==> src/rtl/ssd1306_pkg.sv <==
// ssd1306_pkg: shared constants, command ROM and sequencer states for the SSD1306 streamer.
// Revision 1.0
`default_nettype none

package ssd1306_pkg;

  localparam int CMD_BYTES = 6;
  localparam int FB_BYTES  = 512;

  // Column 0..127, page 0..3; the panel is left in horizontal addressing mode.
  localparam logic [7:0] CMD_ROM [CMD_BYTES] = '{8'h21, 8'h00, 8'h7F, 8'h22, 8'h00, 8'h03};

  typedef enum logic [2:0] {
    ST_IDLE   = 3'd0,
    ST_START  = 3'd1,
    ST_LOAD_A = 3'd2,
    ST_LOAD_B = 3'd3,
    ST_SHIFT  = 3'd4,
    ST_END    = 3'd5
  } state_e;

  function automatic logic [7:0] cmd_byte(input logic [2:0] idx);
    return (idx < 3'd6) ? CMD_ROM[idx] : 8'h00;
  endfunction

endpackage

`default_nettype wire

==> src/rtl/spi_byte_tx.sv <==
// spi_byte_tx: mode-0 SPI byte serializer, MSB first, CLK_DIV clk cycles per SCLK half-period.
// Revision 1.0
`default_nettype none

module spi_byte_tx #(
  parameter int CLK_DIV = 2
) (
  input  logic       clk,
  input  logic       reset,
  input  logic       start_i,
  input  logic [7:0] data_i,
  output logic       sclk_o,
  output logic       mosi_o,
  output logic       done_o
);

  localparam int DW = (CLK_DIV > 1) ? $clog2(CLK_DIV) : 1;
  localparam logic [DW-1:0] DIV_LAST = DW'(CLK_DIV - 1);

  logic          active_q, active_d;
  logic          sclk_q, sclk_d;
  logic          mosi_q, mosi_d;
  logic [7:0]    shreg_q, shreg_d;
  logic [2:0]    bit_cnt_q, bit_cnt_d;
  logic [DW-1:0] div_q, div_d;
  logic          w_phase_end;

  assign w_phase_end = active_q && (div_q == DIV_LAST);
  // Asserted on the last cycle of bit 0's high phase so the parent can leave SHIFT on time.
  assign done_o      = w_phase_end && sclk_q && (bit_cnt_q == 3'd0);
  assign sclk_o      = sclk_q;
  assign mosi_o      = mosi_q;

  always_comb begin
    active_d  = active_q;
    sclk_d    = sclk_q;
    mosi_d    = mosi_q;
    shreg_d   = shreg_q;
    bit_cnt_d = bit_cnt_q;
    div_d     = div_q;
    if (start_i) begin
      active_d  = 1'b1;
      sclk_d    = 1'b0;
      mosi_d    = data_i[7];
      shreg_d   = data_i;
      bit_cnt_d = 3'd7;
      div_d     = '0;
    end else if (active_q) begin
      if (w_phase_end) begin
        div_d = '0;
        if (!sclk_q) begin
          sclk_d = 1'b1;
        end else begin
          sclk_d = 1'b0;
          if (bit_cnt_q == 3'd0) begin
            active_d = 1'b0;
          end else begin
            bit_cnt_d = bit_cnt_q - 3'd1;
            mosi_d    = shreg_q[6];
            shreg_d   = {shreg_q[6:0], 1'b0};
          end
        end
      end else begin
        div_d = div_q + DW'(1);
      end
    end
  end

  always_ff @(posedge clk) begin
    if (reset) begin
      active_q  <= 1'b0;
      sclk_q    <= 1'b0;
      mosi_q    <= 1'b0;
      shreg_q   <= 8'h00;
      bit_cnt_q <= 3'd0;
      div_q     <= '0;
    end else begin
      active_q  <= active_d;
      sclk_q    <= sclk_d;
      mosi_q    <= mosi_d;
      shreg_q   <= shreg_d;
      bit_cnt_q <= bit_cnt_d;
      div_q     <= div_d;
    end
  end

endmodule

`default_nettype wire

==> src/rtl/ssd1306_fb_streamer.sv <==
// ssd1306_fb_streamer: on a refresh edge, sends the addressing preamble then all framebuffer bytes over SPI.
// Revision 1.0
`default_nettype none

module ssd1306_fb_streamer #(
  parameter int CLK_DIV   = 2,
  parameter int FB_BYTES  = ssd1306_pkg::FB_BYTES,
  parameter int CMD_BYTES = ssd1306_pkg::CMD_BYTES
) (
  input  logic       clk,
  input  logic       reset,
  input  logic       refresh,
  input  logic       gfx_ready,
  output logic [8:0] ssd1306_addr,
  output logic       rd,
  input  logic [7:0] ssd1306_out,
  output logic       spi_cs,
  output logic       spi_sclk,
  output logic       spi_mosi,
  output logic       spi_dc,
  output logic       busy,
  output logic       done
);

  import ssd1306_pkg::*;

  localparam int TOTAL = CMD_BYTES + FB_BYTES;
  localparam int CW    = $clog2(TOTAL);

  state_e        state_q, state_d;
  logic [CW-1:0] byte_cnt_q, byte_cnt_d;
  logic          pending_q, pending_d;
  logic          refresh_r_q;
  logic          cs_q, cs_d;
  logic          dc_q, dc_d;
  logic          busy_q, busy_d;
  logic          done_q, done_d;

  logic          w_rise;
  logic          w_is_cmd;
  logic          w_load;
  logic [8:0]    w_fb_idx;
  logic          w_tx_start;
  logic [7:0]    w_tx_data;
  logic          w_tx_done;

  assign w_rise     = refresh & ~refresh_r_q;
  assign w_is_cmd   = byte_cnt_q < CW'(CMD_BYTES);
  assign w_load     = (state_q == ST_LOAD_A) || (state_q == ST_LOAD_B);
  assign w_fb_idx   = 9'(byte_cnt_q - CW'(CMD_BYTES));
  // Address is held across both load cycles so read data is valid during LOAD_B.
  assign rd           = w_load && !w_is_cmd;
  assign ssd1306_addr = rd ? w_fb_idx : 9'd0;
  assign w_tx_start = (state_q == ST_LOAD_B);
  assign w_tx_data  = w_is_cmd ? cmd_byte(byte_cnt_q[2:0]) : ssd1306_out;

  assign spi_cs = cs_q;
  assign spi_dc = dc_q;
  assign busy   = busy_q;
  assign done   = done_q;

  spi_byte_tx #(
    .CLK_DIV (CLK_DIV)
  ) u_tx (
    .clk     (clk),
    .reset   (reset),
    .start_i (w_tx_start),
    .data_i  (w_tx_data),
    .sclk_o  (spi_sclk),
    .mosi_o  (spi_mosi),
    .done_o  (w_tx_done)
  );

  always_comb begin
    state_d    = state_q;
    byte_cnt_d = byte_cnt_q;
    pending_d  = pending_q;
    cs_d       = cs_q;
    dc_d       = dc_q;
    busy_d     = busy_q;
    done_d     = 1'b0;
    case (state_q)
      ST_IDLE: begin
        if (w_rise) pending_d = 1'b1;
        if (pending_q && gfx_ready) begin
          state_d   = ST_START;
          pending_d = 1'b0;
          busy_d    = 1'b1;
        end
      end
      ST_START: begin
        cs_d       = 1'b0;
        byte_cnt_d = '0;
        state_d    = ST_LOAD_A;
      end
      ST_LOAD_A: begin
        dc_d    = !w_is_cmd;
        state_d = ST_LOAD_B;
      end
      ST_LOAD_B: begin
        state_d = ST_SHIFT;
      end
      ST_SHIFT: begin
        if (w_tx_done) begin
          if (byte_cnt_q == CW'(TOTAL - 1)) begin
            cs_d    = 1'b1;
            state_d = ST_END;
          end else begin
            byte_cnt_d = byte_cnt_q + CW'(1);
            state_d    = ST_LOAD_A;
          end
        end
      end
      ST_END: begin
        dc_d    = 1'b0;
        busy_d  = 1'b0;
        done_d  = 1'b1;
        state_d = ST_IDLE;
      end
      default: state_d = ST_IDLE;
    endcase
  end

  always_ff @(posedge clk) begin
    if (reset) begin
      state_q     <= ST_IDLE;
      byte_cnt_q  <= '0;
      pending_q   <= 1'b0;
      refresh_r_q <= 1'b0;
      cs_q        <= 1'b1;
      dc_q        <= 1'b0;
      busy_q      <= 1'b0;
      done_q      <= 1'b0;
    end else begin
      state_q     <= state_d;
      byte_cnt_q  <= byte_cnt_d;
      pending_q   <= pending_d;
      refresh_r_q <= refresh;
      cs_q        <= cs_d;
      dc_q        <= dc_d;
      busy_q      <= busy_d;
      done_q      <= done_d;
    end
  end

endmodule

`default_nettype wire

==> config.mk <==
export PLATFORM = sky130hd
export DESIGN_NAME = ssd1306_fb_streamer
export DESIGN_NICKNAME = d
export VERILOG_FILES = /design/src/rtl/ssd1306_pkg.sv /design/src/rtl/spi_byte_tx.sv /design/src/rtl/ssd1306_fb_streamer.sv
export SDC_FILE = /design/constraint.sdc
export NUM_CORES = 1
export LEC_CHECK = 0
export CORE_MARGIN = 2
export CORE_UTILIZATION = 40
export CTS_CLUSTER_DIAMETER = 30
export DETAILED_ROUTE_END_ITERATION = 8
export GPL_TIMING_DRIVEN = 0
export SETUP_SLACK_MARGIN = 0.4
export SYNTH_ARGS = -nofsm -noshare
export SYNTH_HDL_FRONTEND = slang
export SYNTH_SLANG_ARGS = --single-unit
==> constraint.sdc <==
create_clock -name clk -period 2.7 [get_ports clk]
set_input_delay 0.54 -clock clk [delete_from_list [all_inputs] [get_ports clk]]
set_output_delay 0.54 -clock clk [all_outputs]
set_load 0.02 [all_outputs]
==> implementation parameters <==
Parameter                              Value

Synthesis
  Avg Inst Size Synth    8.280 um^2
  Share of synthesized registers carrying an async set or reset    0%
  Cell types occupying the most area after synthesis    dfxtp_1 34%, ha_1 4.5%, mux2i_1 4.2%
  Area share of the largest cell type after synthesis    34.24%
  Mapped Nets    252
  Part of the Yosys area used for sequential elements    34.24%
  Syn Inst Count    233
  Most instantiated flip-flop cell in the synthesis netlist    dfxtp_1
  Flip-flop and latch count after synthesis    33
  EDFF count, synth    0
  Yosys warning total    0
  Biggest area consumer among synthesized cells    dfxtp_1
  Post-Syn Area    1929 um^2
  Number of unique standard cell types used by synthesis    48

Critical path
  Highest fanout seen on the critical path    5
  CP Capture Type    primary output
  Setup slack, reg-to-reg    0.51 ns
  Data required time of the worst path    2.16 ns
  Count of cells along the worst register-to-register path    6
  Capturing point of the worst reg2reg path    byte_cnt_q[9]
  FF-to-FF Start    byte_cnt_q[1]
  Critical path launch point type    register
  WP data arrival    1.86 ns
  Type of the setup path with the least slack    reg2out

Cells and area
  Commonest non-fill, non-tap cell in the layout    dfxtp_1
  Design area    2496 um^2
  Area grow syn2layout    29.38%
  Number of nets in the finished design    293
  Total area of sequential cells    669.4 um^2
  Layout cell share with drive strength beyond 1    19.27%
  Layout fillers    462
  Area occupied by multi-input gates    1202 um^2
  Finished Layout Cells    329
  Antenna diode count    0
  Commonest non-fill, non-tap cells in the layout    28 x dfxtp_1, 19 x nand2_1, 18 x nor2_1

Place
  Number of port buffers    26
  Dpl hpwl    3407 um
  Total placed cells including tap cells    313
  Dpl cell area    2257 um^2
  Routability cong.    0.7977
  Worst-case setup slack after placement    -0.2409 ns

Clock network
  Clock-pin slew of the registers on the worst-case setup and hold paths    0.08 ns
  Clk_lat worst skew    0.30 ns
  CTS Sinks    33
  Number of buffers added by the clock tree synthesis step    5
  Hold buffer count at cts    0
  Deepest level of the CTS H-tree    2
  Clk root buf    clkbuf_8
  Max Root-Sink Buffers    2
  TritonCTS clock tree    done

Global route
  Antenna violations before repair    0
  Overall overflow remaining after global route    0
  Total global routing track utilization    20.14%
  Maximum number of pins on one net before global-route repair    13
  Wire length of the first global-routing pass    8266 um
  Vias in the first global route    1671

Power
  Cell internal pwr    808.1 uW
  Net load switching power    246.8 uW
  Worst vdd rail ir drop    0.0003140 V
  Net switching fraction of the power    23.39%
  Power share of the clock group    45.1%
  Static Leak    0.9656 nW
  Overall power consumption    1.055 mW
  Power per cell area    422.6 nW/um^2
  Seq pwr share    47.3%
  Part of the total power dissipated in combinational logic    7.6%

Worst hold path
  HP Start    u_tx.shreg_q[0]
  Path class of the lowest-slack min-delay path    reg2reg
  Count of cells along the worst hold path    2
  Endpoint with the worst hold slack    u_tx.shreg_q[0]

Timing
  Least setup slack across all paths after layout    0.2960 ns
  Final number of max-transition violations    0
  Maximum achievable frequency    0.4160 GHz
  Hold Fails Final Rpt    0
  Final worst clock skew    0.01184 ns
  RSZ-0062 raised after global routing    true
  Setup_tns    0 ns
  Tightest Pin Transition    0.6324 ns
  Setup Viol. Count Final    0
  Period utilization    89.04%
  Minimum clock period after layout    2.404 ns
  Rel. slew slack    57.52%

Run status
  Status    complete, no violations

Floorplanning
  Die Y    73.45 um
  Total Die Area    5395 um^2
  Total I/O pin count    28
  Standard-cell row count    25
  Core ar.    4692 um^2
  Die width    73.45 um
  Effective utilization at floorplan    41.12%

Routing
  Drt pass-1 iters    4
  Number of remaining DRC errors    0
  Routed wire length per instance    14.89 um
  Post-detailed-routing wire length    4899 um
  Via count    1801
  Via density per instance    5.474
  Drt initial violations    107
  Residual antenna-violating net count after detailed routing    0

Job
  Number of max-capacitance violations reported    0
[worst max-delay path: stages, from the launching register on]
cell and delay, ns:
dfxtp_2 0.32, buf_6 0.11, a2111o_1 0.40, or3_4 0.34, buf_8 0.15, nand2_8 0.07
nor2_1 0.05, buf_4 0.15
[metal layers]
layer | share of wire [%] | vias to the layer above | wire length (um) | global-route usage (%)
li1 | - | 917 | - | -
met1 | 48 | 831 | 2375 | 28.29
met2 | 45 | 45 | 2226 | 30.75
met3 | 4.4 | 8 | 214 | 3.704
met4 | 1.7 | 0 | 82 | 7.273
met5 | 0 | - | 0 | 0
[Yosys cell counts, types with 2 or more instances]
master / number
ha_1: 7
nor4_1: 3
a31oi_1: 4
or3_1: 7
o21ai_0: 4
buf_6: 2
xor2_1: 5
or4_1: 3
nor2b_1: 3
inv_1: 9
a211oi_1: 2
buf_2: 2
nand3_1: 10
o211ai_1: 2
nor3b_1: 3
xnor2_1: 8
a2111oi_2: 3
a2bb2oi_1: 2
nand4_1: 2
dfxtp_1: 33
o31ai_1: 4
and3_1: 3
nand2b_1: 3
a21oi_1: 15
a221oi_1: 2
nor3_1: 14
clkbuf_1: 13
nand2_1: 19
nor2_1: 20
mux2i_1: 8
[through the flow]
stage	utilization [%]	hold slack (ns)
CTS	52.96	0.4785
detailed placement	48.11	0.4666
floorplan	-	0.4456
finish	53.20	0.4758
global route	53.20	0.5128
global placement	48.11	0.4584
[cell type report]
| type | instances | area share, % |
|---|---|---|
| Inverter | 9 | 1.353 |
| Clock buffer | 5 | 2.757 |
| Buffer | 18 | 4.411 |
| Tap cell | 54 | 2.707 |
| Timing Repair Buffer | 33 | 11.93 |
| Multi-Input combinational cell | 174 | 48.17 |
| Clock inverter | 3 | 1.855 |
| Sequential cell | 33 | 26.82 |
[kinds of logic after synthesis]
logic type	Yosys count	synth area share, %
AO/OA/AOI/OAI	45	17.19
flip-flops	33	34.24
AND/OR/NAND/NOR	100	27.82
XOR/XNOR	13	5.901
buffers and inverters	27	6.161
adder cells (fa/ha/maj)	7	4.539
multiplexers	8	4.151
[flip-flops by register name (all words and copies together) (netlist names), 3 cells and up]
register,flops
byte_cnt_q,10
u_tx.shreg_q,7
u_tx.bit_cnt_q,3
state_q,3
[worst max path at each step]
stage                     slack, ns  cells after the start         endpoint          start
after global routing           0.23                      7  ssd1306_addr[8]  byte_cnt_q[3]
after floorplan                0.46                      6  ssd1306_addr[3]  byte_cnt_q[2]
after detailed placement      -0.24                      7  ssd1306_addr[6]  byte_cnt_q[2]
final                          0.30                      7  ssd1306_addr[8]  byte_cnt_q[3]
after global placement        -0.22                      7  ssd1306_addr[7]  byte_cnt_q[2]
after CTS                      0.28                      7  ssd1306_addr[8]  byte_cnt_q[3]
[what timing repair did]
action | CTS | global route
pin swaps | 6 | 0
endpoints found under the setup margin | 11 | 10
cloned | 1 | 0
setup buffers | 7 | 0
resized for setup | 72 | 6
[power by group through the flow]
stage | registers, mW | logic (mW) | clock network [mW]
2_1_floorplan | 0.516 | 0.0405 | 0
3_3_place_gp | 0.512 | 0.0793 | 0
3_5_place_dp | 0.512 | 0.0786 | 0
6_report | 0.499 | 0.0797 | 0.476
4_1_cts | 0.499 | 0.0799 | 0.491
5_1_grt | 0.500 | 0.0870 | 0.513
Power figures use the tool's default switching activity.
